<file path="config.mk">
export PLATFORM = sky130hd
export DESIGN_NAME = riscv_mc_ctrl
export DESIGN_NICKNAME = d
export VERILOG_FILES = /design/src/rtl/riscv_pkg.sv /design/src/rtl/ctrl_decode.sv /design/src/rtl/riscv_mc_ctrl.sv
export SDC_FILE = /design/constraint.sdc
export NUM_CORES = 1
export LEC_CHECK = 0
export BUFFER_PORTS_ARGS = -buffer_cell sky130_fd_sc_hd__buf_2
export CAP_MARGIN = 30
export CORE_UTILIZATION = 48
export DETAILED_ROUTE_END_ITERATION = 8
export PLACE_DENSITY = 0.89
export SLEW_MARGIN = 20
export SYNTH_ARGS = -nofsm -noshare
export SYNTH_HDL_FRONTEND = slang
export SYNTH_HIERARCHICAL = 1
export SYNTH_SLANG_ARGS = --single-unit
</file>
<file path="constraint.sdc">
create_clock -name clk -period 4 [get_ports clk]
set_clock_uncertainty 0.05 [all_clocks]
set_input_delay 0.8 -clock clk [delete_from_list [all_inputs] [get_ports clk]]
set_output_delay 0.8 -clock clk [all_outputs]
set_load 0.1 [all_outputs]
</file>
<file path="src/rtl/riscv_pkg.sv">
// Shared RV32I control encodings: opcodes, immediate/ALU selects, sequencer states and opcode classes.
// Combinational helpers classify an opcode into its class and map a class to its immediate format.
package riscv_pkg;

    localparam logic [6:0] OPC_LOAD   = 7'b0000011;
    localparam logic [6:0] OPC_STORE  = 7'b0100011;
    localparam logic [6:0] OPC_BRANCH = 7'b1100011;
    localparam logic [6:0] OPC_OP     = 7'b0110011;
    localparam logic [6:0] OPC_OPIMM  = 7'b0010011;

    typedef enum logic [1:0] {
        IMM_NONE = 2'b00,
        IMM_I    = 2'b01,
        IMM_S    = 2'b10,
        IMM_B    = 2'b11
    } imm_sel_t;

    typedef enum logic [1:0] {
        ALU_ADD   = 2'b00,
        ALU_CMP   = 2'b01,
        ALU_FUNCT = 2'b10
    } alu_op_t;

    typedef enum logic [2:0] {
        ST_FETCH,
        ST_DECODE,
        ST_EXEC,
        ST_MEM,
        ST_WB,
        ST_TRAP
    } ctrl_state_t;

    typedef enum logic [2:0] {
        CLS_OP,
        CLS_OPIMM,
        CLS_LOAD,
        CLS_STORE,
        CLS_BRANCH
    } cls_t;

    typedef struct packed {
        logic     mem_req;
        logic     mem_we;
        logic     mem_addr_sel;
        logic     ir_we;
        logic     pc_we;
        logic     pc_sel;
        imm_sel_t imm_sel;
        logic     alu_src_b;
        alu_op_t  alu_op;
        logic     rf_we;
        logic     wb_sel;
        logic     retire;
        logic     illegal;
    } ctrl_t;

    function automatic logic opc_legal(input logic [6:0] opc);
        return opc inside {OPC_LOAD, OPC_STORE, OPC_BRANCH, OPC_OP, OPC_OPIMM};
    endfunction

    // Unsupported opcodes map to OP so the immediate select reads "none" while decoding them.
    function automatic cls_t opc_class(input logic [6:0] opc);
        case (opc)
            OPC_LOAD:   return CLS_LOAD;
            OPC_STORE:  return CLS_STORE;
            OPC_BRANCH: return CLS_BRANCH;
            OPC_OPIMM:  return CLS_OPIMM;
            default:    return CLS_OP;
        endcase
    endfunction

    function automatic imm_sel_t cls_imm(input cls_t c);
        case (c)
            CLS_LOAD, CLS_OPIMM: return IMM_I;
            CLS_STORE:           return IMM_S;
            CLS_BRANCH:          return IMM_B;
            default:             return IMM_NONE;
        endcase
    endfunction

endpackage

</file>
<file path="src/rtl/ctrl_decode.sv">
// Combinational map from sequencer state and opcode class to datapath mux selects and enables.
// Only the memory-exit enables and the branch PC write look at inputs; everything else is Moore.
module ctrl_decode
    import riscv_pkg::*;
(
    input  ctrl_state_t state,
    input  cls_t        cls,
    input  logic        mem_ready,
    input  logic        br_taken,
    output ctrl_t       ctrl
);

    always_comb begin
        ctrl = '0;
        case (state)
            ST_FETCH: begin
                ctrl.mem_req = 1'b1;
                ctrl.ir_we   = mem_ready;
                ctrl.pc_we   = mem_ready;
            end
            ST_DECODE: begin
                ctrl.imm_sel = cls_imm(cls);
            end
            ST_EXEC: begin
                ctrl.imm_sel = cls_imm(cls);
                case (cls)
                    CLS_LOAD, CLS_STORE: begin
                        ctrl.alu_src_b = 1'b1;
                        ctrl.alu_op    = ALU_ADD;
                    end
                    CLS_OPIMM: begin
                        ctrl.alu_src_b = 1'b1;
                        ctrl.alu_op    = ALU_FUNCT;
                    end
                    CLS_BRANCH: begin
                        ctrl.alu_op = ALU_CMP;
                        ctrl.pc_sel = 1'b1;
                        ctrl.pc_we  = br_taken;
                        ctrl.retire = 1'b1;
                    end
                    default: begin
                        ctrl.alu_op = ALU_FUNCT;
                    end
                endcase
            end
            ST_MEM: begin
                ctrl.imm_sel      = cls_imm(cls);
                ctrl.mem_req      = 1'b1;
                ctrl.mem_addr_sel = 1'b1;
                ctrl.mem_we       = (cls == CLS_STORE);
                ctrl.retire       = (cls == CLS_STORE) && mem_ready;
            end
            ST_WB: begin
                ctrl.imm_sel = cls_imm(cls);
                ctrl.rf_we   = 1'b1;
                ctrl.wb_sel  = (cls == CLS_LOAD);
                ctrl.retire  = 1'b1;
            end
            ST_TRAP: begin
                ctrl.illegal = 1'b1;
            end
            default: ;
        endcase
    end

endmodule

</file>
<file path="src/rtl/riscv_mc_ctrl.sv">
// Multi-cycle RV32I control sequencer: FETCH/DECODE/EXEC/MEM/WB with a sticky TRAP on unknown opcodes.
// BRANCH 3, OP/OP-IMM/STORE 4, LOAD 5 cycles; each low mem_ready cycle in FETCH or MEM adds one.
module riscv_mc_ctrl
    import riscv_pkg::*;
(
    input  logic        clk,
    input  logic        rst_n,
    input  logic [31:0] instr,
    input  logic        mem_ready,
    input  logic        br_taken,
    output logic        mem_req,
    output logic        mem_we,
    output logic        mem_addr_sel,
    output logic        ir_we,
    output logic        pc_we,
    output logic        pc_sel,
    output logic [1:0]  imm_sel,
    output logic        alu_src_b,
    output logic [1:0]  alu_op,
    output logic        rf_we,
    output logic        wb_sel,
    output logic        retire,
    output logic [31:0] instret,
    output logic        illegal
);

    ctrl_state_t state_q, state_d;
    cls_t        cls_q, cls_d, cls_dec, cls_eff;
    logic        opc_ok;
    logic [31:0] instret_q, instret_d;
    ctrl_t       ctrl, ctrl_o;
    logic        instr_unused;

    assign instr_unused = ^instr[31:7];

    // During DECODE the class register is still being loaded, so the selects come from IR directly.
    always_comb begin
        cls_dec = opc_class(instr[6:0]);
        opc_ok  = opc_legal(instr[6:0]);
        cls_eff = (state_q == ST_DECODE) ? cls_dec : cls_q;
    end

    ctrl_decode u_decode (
        .state     (state_q),
        .cls       (cls_eff),
        .mem_ready (mem_ready),
        .br_taken  (br_taken),
        .ctrl      (ctrl)
    );

    always_comb begin
        state_d   = state_q;
        cls_d     = cls_q;
        instret_d = instret_q + {31'd0, ctrl.retire};
        case (state_q)
            ST_FETCH:  if (mem_ready) state_d = ST_DECODE;
            ST_DECODE: begin
                cls_d   = cls_dec;
                state_d = opc_ok ? ST_EXEC : ST_TRAP;
            end
            ST_EXEC: begin
                case (cls_q)
                    CLS_LOAD, CLS_STORE: state_d = ST_MEM;
                    CLS_BRANCH:          state_d = ST_FETCH;
                    default:             state_d = ST_WB;
                endcase
            end
            ST_MEM:    if (mem_ready) state_d = (cls_q == CLS_STORE) ? ST_FETCH : ST_WB;
            ST_WB:     state_d = ST_FETCH;
            ST_TRAP:   state_d = ST_TRAP;
            default:   state_d = ST_FETCH;
        endcase
    end

    always_ff @(posedge clk or negedge rst_n) begin
        if (!rst_n) begin
            state_q   <= ST_FETCH;
            cls_q     <= CLS_OP;
            instret_q <= '0;
        end else begin
            state_q   <= state_d;
            cls_q     <= cls_d;
            instret_q <= instret_d;
        end
    end

    // Reset blanks every output at once so a pending memory request is dropped, not held.
    assign ctrl_o = rst_n ? ctrl : '0;

    assign mem_req      = ctrl_o.mem_req;
    assign mem_we       = ctrl_o.mem_we;
    assign mem_addr_sel = ctrl_o.mem_addr_sel;
    assign ir_we        = ctrl_o.ir_we;
    assign pc_we        = ctrl_o.pc_we;
    assign pc_sel       = ctrl_o.pc_sel;
    assign imm_sel      = ctrl_o.imm_sel;
    assign alu_src_b    = ctrl_o.alu_src_b;
    assign alu_op       = ctrl_o.alu_op;
    assign rf_we        = ctrl_o.rf_we;
    assign wb_sel       = ctrl_o.wb_sel;
    assign retire       = ctrl_o.retire;
    assign illegal      = ctrl_o.illegal;
    assign instret      = instret_q;

endmodule
</file>
# == Yosys cells after proc, flatten, opt, wreduce, memory -nomap -nowiden ==
# Cells that the tools add are included.
# word_totals
regBits,38
in_bits,36
output_inout_bits,47
word_cells,57
# classes
add_sub_neg,1
n_eq_ne,19
n_mux,24
reduce_logical,10
# op_table
operator,count
32-bit by 1-bit adder with 32-bit output,1
3-bit by 2-bit == test with 1-bit output (second input constant),6
3-bit 2-to-1 mux,6
15-bit 2-to-1 mux,1
3-bit one-hot mux with 5 select lines,1
7-bit by 6-bit == test with 1-bit output (second input constant),2
3-bit == test (second input constant),4
3-bit one-hot mux with 4 select lines,1
2-bit 2-to-1 mux,4
2-bit OR reduction,4
7-bit by 2-bit == test with 1-bit output (second input constant),1
7-bit by 5-bit == test with 1-bit output (second input constant),1
7-bit == test (second input constant),1
3-bit by 1-bit == test with 1-bit output (second input constant),2
1-bit 2-to-1 mux,6
2-bit one-hot mux with 3 select lines,1
3-bit one-hot mux with 2 select lines,1
5-bit nonzero test,1
2-bit != test (second input constant),2
2-bit one-hot mux with 2 select lines,1
4-bit OR reduction,1
3-bit logical NOT,1
1-bit one-hot mux with 3 select lines,1
3-bit OR reduction,1
3 further kinds,3

# == Logic depth before layout (Yosys ltp) ==
# Gate-level depths: netlist of run 1.
# depth
ltp_word,8
depth_mapped,14
mapped_depth_nobuf,13

# == By module ==
# The synthesis of run 1 kept the hierarchy.
# modules_own_cells
mod,instances,cells_per_inst,area_per_inst_um2,seq_area_each_um2
riscv_mc_ctrl,1,169,1853.0,950.9
ctrl_decode,1,25,181.4,0.0

# == Least setup slack after synthesis of run 1 ==
# No wires, ideal clock.
# synth_path
path_kind,input port to output port
start,in instr[2]
end,out retire
arrival_time_ps,3083
setup_slack_ps,67
cell_stages,6
path_buffers,0
path_cell_list,nand4bb_1 -> o41ai_1 -> or3b_1 -> nor2_4 -> a211o_1 -> and2_1
# synth_lines
element,line_no,text
"start, declared",riscv_mc_ctrl.sv:8,"input logic [31:0] instr,"
"end, declared",riscv_mc_ctrl.sv:22,"output logic retire,"

==> flow_summary.ini, run 1 <==
[status]
status = finished, final reports clean

[placed_design]
place_congestion = 0.802
dp_hpwl_um = 3190
placedCellCount = 305
io_buffers = 57

[yosys]
seq_area_frac_synth_pct = 46.7
syn_area_per_cell_um2 = 10.5
ys_ff_latch = 38
syn_inst = 194
syn_area_um2 = 2030
synth.distinct_cells = 40
syn_nets = 232
synth_flop_cell = dfrtp_1
yosysTopAreaCell = dfrtp_1
synth-async-reset-ratio_pct = 100
synth_edf_count = 0
yosysWarnings = 6
ys_top_cells_by_area = dfrtp_1 (47%), xnor2_1 (12%), and2_1 (5.5%)
synth.top_cell.area_share_pct = 46.7

[cts]
postCtsResizedCells = 0
cts_root_buf = clkbuf_8
cts_tree = yes
cts.path.max_buffers = 2
post_cts_buffers = 0
path_clk_slew_ns = 0.07
h-tree-depth = 2
clock_latency_ns = 0.29
cts_buffers = 5
cts_sinks = 38
holdBufCountCts = 0

[global_routing]
grt_max_degree = 34
antenna_found_initial = 0
grt_use_total_pct = 21.1
grt_first_pass_wirelength_um = 7030
grt_pass1_vias = 1499
gr-total-overflow = 0

[die]
start_util_pct = 50.5
pin_count = 83
coreArea_um2 = 4030
die_x_um = 67.1
die_h_um = 67.1
fp-row-count = 23
dieArea_um2 = 4500

[worst_setup_path]
critPathRequiredTime_ns = 4.12
critPathArrivalTime_ns = 3.75
crit_path_top_delay_cell = or3b_1
startpoint_type = input pin
crit_type = in -> reg
end_kind = flop
crit_chain = buf_2 > nand4bb_1 > o41ai_2 > or3b_1 > nor2_4 > a211o_1 > ha_1 > ha_1 > and4_4 > and4_1 > nand4_1 > xnor2_1
path_max_fanout = 10
crit_path_frequent_cell = ha_1
critPathMaxStageDelay_ns = 0.46
cp_top_family = simple AND/OR/NAND/NOR gates
crit_buf_inv = 1

[layout]
area_growth_pct = 27.2
diodes = 0
drive_above_1_share_pct = 30.5
nNetsFinal = 300
final_core_util_pct = 64.3
final_cells = 312

[drt]
wl_um = 4330
drc = 0
first_pass_iters = 4
wl_per_cell_um = 13.9
postRouteAntennaNets = 0
via_per_inst = 5.32
routed-via-count = 1659
drt_iter0_markers = 124

[timing]
final-max-slew-violation-count = 0
tightest_slew_ns = 0.498
period_share_pct = 90.6
hold_ws_ns = 0.347
hold_viol = 0
final-setup-viol-count = 0
slew_headroom_pct = 67.1
fmax_mhz = 276
rsz0062_at_grt = no
setup-tns-final_ns = 0
layout_min_cycle_time_ns = 3.62

[worst_hold_path]
hold_class = in -> async

[power]
p_per_area_nw_per_um2 = 476
ir_worst_vdd_uv = 491
power.leakage_nw = 1.29

[job]
maxCapViolCount = 0
[cells in the final DEF (no fill, tap or decap), drive strengths merged]
cell type	count
and4	7
nand4b	2
mux2i	1
nand4	10
nand3b	1
o21ai	2
nor2b	3
nand3	13
nand4bb	1
a21oi	5
nor3	1
nor4b	1
a21boi	1
clkbuf	7
and3	7
nand2	11
and2	20
or3b	2
xor2	4
or2	1
and3b	3
inv	3
ha	2
o311a	1
nor2	8
nand2b	4
a21o	1
a211o	1
nor3b	2
o21bai	1
xnor2	29
o41ai	3
buf	66
dfrtp	38
[per-stage QoR]
step                      cell area (um2)  power (W)  worst slack (ns)
after global placement               2500   0.000986            0.0979
after CTS                            2580    0.00124             0.286
after floorplan                      2030   0.000879            0.0668
final                                2590    0.00123             0.377
after global routing                 2590    0.00130             0.101
after detailed placement             2500   0.000996            0.0129
[final cells by class]
type	instances	area, um2
clock buffers	7	76.3
fillers	335	1440
inverters	3	11.3
multi-input cells	148	1040
flip-flops and latches	38	951
well taps	50	62.6
repair buffers	66	443
[final timing paths]
path,slack (ns),start,cells after the start,endpoint
worst max register to register,0.46,state_q[2]$_DFFE_PN0P_,12,instret[20]$_DFF_PN0_
worst min-delay path,0.35,rst_n,1,instret[3]$_DFF_PN0_
worst max-delay path,0.38,instr[2],12,instret[20]$_DFF_PN0_
min in group clk,0.43,instret[31]$_DFF_PN0_,1,instret[31]$_DFF_PN0_
worst min register to register,0.43,instret[31]$_DFF_PN0_,1,instret[31]$_DFF_PN0_
max in group asynchronous,2.84,rst_n,2,instret[6]$_DFF_PN0_
[state kept, by name (all words and copies together), names as in the netlist]
register	count
instret	32
cls_q	3
state_q	3
[cells in the mapped netlist (3+ instances only)]
cell type  count
xor2_1         4
nor2b_1        3
nand3_1       13
and2_1        18
and4_4         3
inv_1          3
and4_1         4
dfrtp_1       38
nand4_1       10
nor2_1         7
and3_1         6
xnor2_1       29
nand2_1       11
and3b_1        3
o41ai_1        3
nand2b_1       4
a21oi_1        5
[logic make-up after synthesis]
| group | after synthesis | share of synthesized area [%] |
|---|---|---|
| mux | 1 | 0.492 |
| xor+xnor | 33 | 14.2 |
| compound gates | 15 | 5.04 |
| simple gates | 97 | 30.0 |
| fa+ha+maj | 2 | 1.23 |
| flops | 38 | 46.7 |
| buf+inv | 8 | 2.27 |
[worst register-to-register path, stage by stage (launching register included)]
cell	delay (ns)
dfrtp_1	0.48
inv_1	0.14
nand2b_1	0.16
o41ai_2	0.39
or3b_1	0.46
nor2_4	0.15
a211o_1	0.12
ha_1	0.20
ha_1	0.23
and4_4	0.27
and4_1	0.45
nand4_1	0.17
xnor2_1	0.15
[where the power goes]
group	internal [W]	switching [W]
clock	0.000120	0.000125
combinational	0.000127	0.000394
sequential	0.000422	0.0000452
[per-layer routing]
metal | part of all wire, % | up-vias | GRT usage, %
met1 | 44 | 807 | 28.6
met2 | 52 | 37 | 33.0
li1 | - | 812 | -
met5 | 0 | - | 0
met3 | 3.9 | 3 | 5.82
met4 | 0.37 | 0 | 5.05
No activity file was read; power rests on OpenSTA's default activity.
==> inputs of run 2 (changes only) <==
CELL_PAD_IN_SITES_DETAIL_PLACEMENT = 1   (was default)
CELL_PAD_IN_SITES_GLOBAL_PLACEMENT = 1   (was default)
CORE_UTILIZATION = 36   (was 48)
==> flow_summary.ini, run 2 (synthesis gave the netlist of run 1 again) <==
[timing]
fmax_mhz = 276
final-setup-viol-count = 0
final-max-slew-violation-count = 0
layout_min_cycle_time_ns = 3.62
period_share_pct = 90.5
setup-tns-final_ns = 0
tightest_slew_ns = 0.501
hold_viol = 0
slew_headroom_pct = 66.8
rsz0062_at_grt = no

[layout]
nNetsFinal = 300
final_cells = 335
final_common_cell = buf_2
area_growth_pct = 31.2
largest_reg_flops = 32
drive_above_1_share_pct = 31.2
final_core_util_pct = 48.8
mostFrequentLayoutCells = buf_2 (49), dfrtp_1 (38), xnor2_1 (29), and2_1 (18), nand3_1 (13)
diodes = 0
final_cell_area_um2 = 2670

[die]
coreArea_um2 = 5470
fp-row-count = 27
pin_count = 83
die_h_um = 77.2
start_util_pct = 37.2
die_x_um = 77.2
dieArea_um2 = 5960

[global_routing]
grt_use_total_pct = 18.3
gr-total-overflow = 0
grt_first_pass_wirelength_um = 8560
antenna_found_initial = 0
grt_max_degree = 30
grt_pass1_vias = 1712

[cts]
cts_root_buf = clkbuf_8
holdBufCountCts = 0
cts.path.max_buffers = 2
post_cts_buffers = 0
postCtsResizedCells = 0
cts_buffers = 5
cts_sinks = 38
h-tree-depth = 2
clock_latency_ns = 0.29
cts_tree = yes
path_clk_slew_ns = 0.08

[worst_hold_path]
hold_class = in -> async

[worst_setup_path]
critPathArrivalTime_ns = 3.74
end_kind = flop
crit_type = in -> reg
critPathRequiredTime_ns = 4.12
path_max_fanout = 10
startpoint_type = input pin

[drt]
drc = 0
via_per_inst = 5.10
wl_per_cell_um = 15.1
first_pass_iters = 4
postRouteAntennaNets = 0
routed-via-count = 1707
drt_iter0_markers = 92
wl_um = 5060

[placed_design]
dp_hpwl_um = 3710
placedCellCount = 327
place_congestion = 0.715
postPlaceCellArea_um2 = 2570
io_buffers = 57

[job]
maxCapViolCount = 0

[power]
ir_worst_vdd_uv = 544
power.leakage_nw = 1.30
p_per_area_nw_per_um2 = 478

[status]
status = finished, final reports clean
==> run 2: area by class of cell <==
cell class	instances	area, um2
clock buffers	6	82.6
clock inverters	2	12.5
fillers	647	2800
inverters	3	11.3
multi-input cells	148	1040
flip-flops and latches	38	951
well taps	72	90.1
repair buffers	66	485
==> run 2: where the power goes <==
part	internal (W)	switching [W]
Sequential	0.000422	0.0000478
Combinational	0.000129	0.000399
Clock	0.000139	0.000140
==> run 2: per-layer routing <==
layer / vias up / global-route usage [%] / wire length (um)
met1: 855 / 24.0 / 2260
met2: 29 / 29.7 / 2570
met3: 7 / 3.45 / 142
li1: 816 / - / -
met4: 0 / 7.17 / 85
met5: - / 0 / 0
==> run 2: stage by stage <==
step	power (W)	setup slack (ns)	hold slack, ns
3_5_place_dp	0.00101	0.0925	0.421
2_1_floorplan	0.000879	0.0668	0.454
4_1_cts	0.00129	0.380	0.380
5_1_grt	0.00134	0.164	0.399
6_report	0.00128	0.381	0.388
3_3_place_gp	0.000994	0.162	0.410
==> run 2: final timing paths <==
| kind | to | cells past startpoint | from | slack, ns |
|---|---|---|---|---|
| worst min-delay path | instret[8]$_DFF_PN0_ | 1 | rst_n | 0.39 |
| worst min register to register | instret[31]$_DFF_PN0_ | 1 | instret[31]$_DFF_PN0_ | 0.43 |
| worst max-delay path | instret[24]$_DFF_PN0_ | 13 | instr[2] | 0.38 |
| max in group asynchronous | state_q[0]$_DFFE_PN0P_ | 2 | rst_n | 2.77 |
| worst max register to register | instret[24]$_DFF_PN0_ | 13 | state_q[2]$_DFFE_PN0P_ | 0.43 |
| min in group clk | instret[31]$_DFF_PN0_ | 1 | instret[31]$_DFF_PN0_ | 0.43 |
==> run 2: critical path, cell delays in order <==
cell       delay [ns]
buf_2            0.09
nand4bb_1        0.26
o41ai_1          0.47
or3b_1           0.50
nor2_4           0.16
a211o_1          0.13
ha_1             0.20
ha_1             0.23
and4_4           0.26
and4_1           0.24
buf_12           0.14
nand3_1          0.10
xnor2_1          0.16
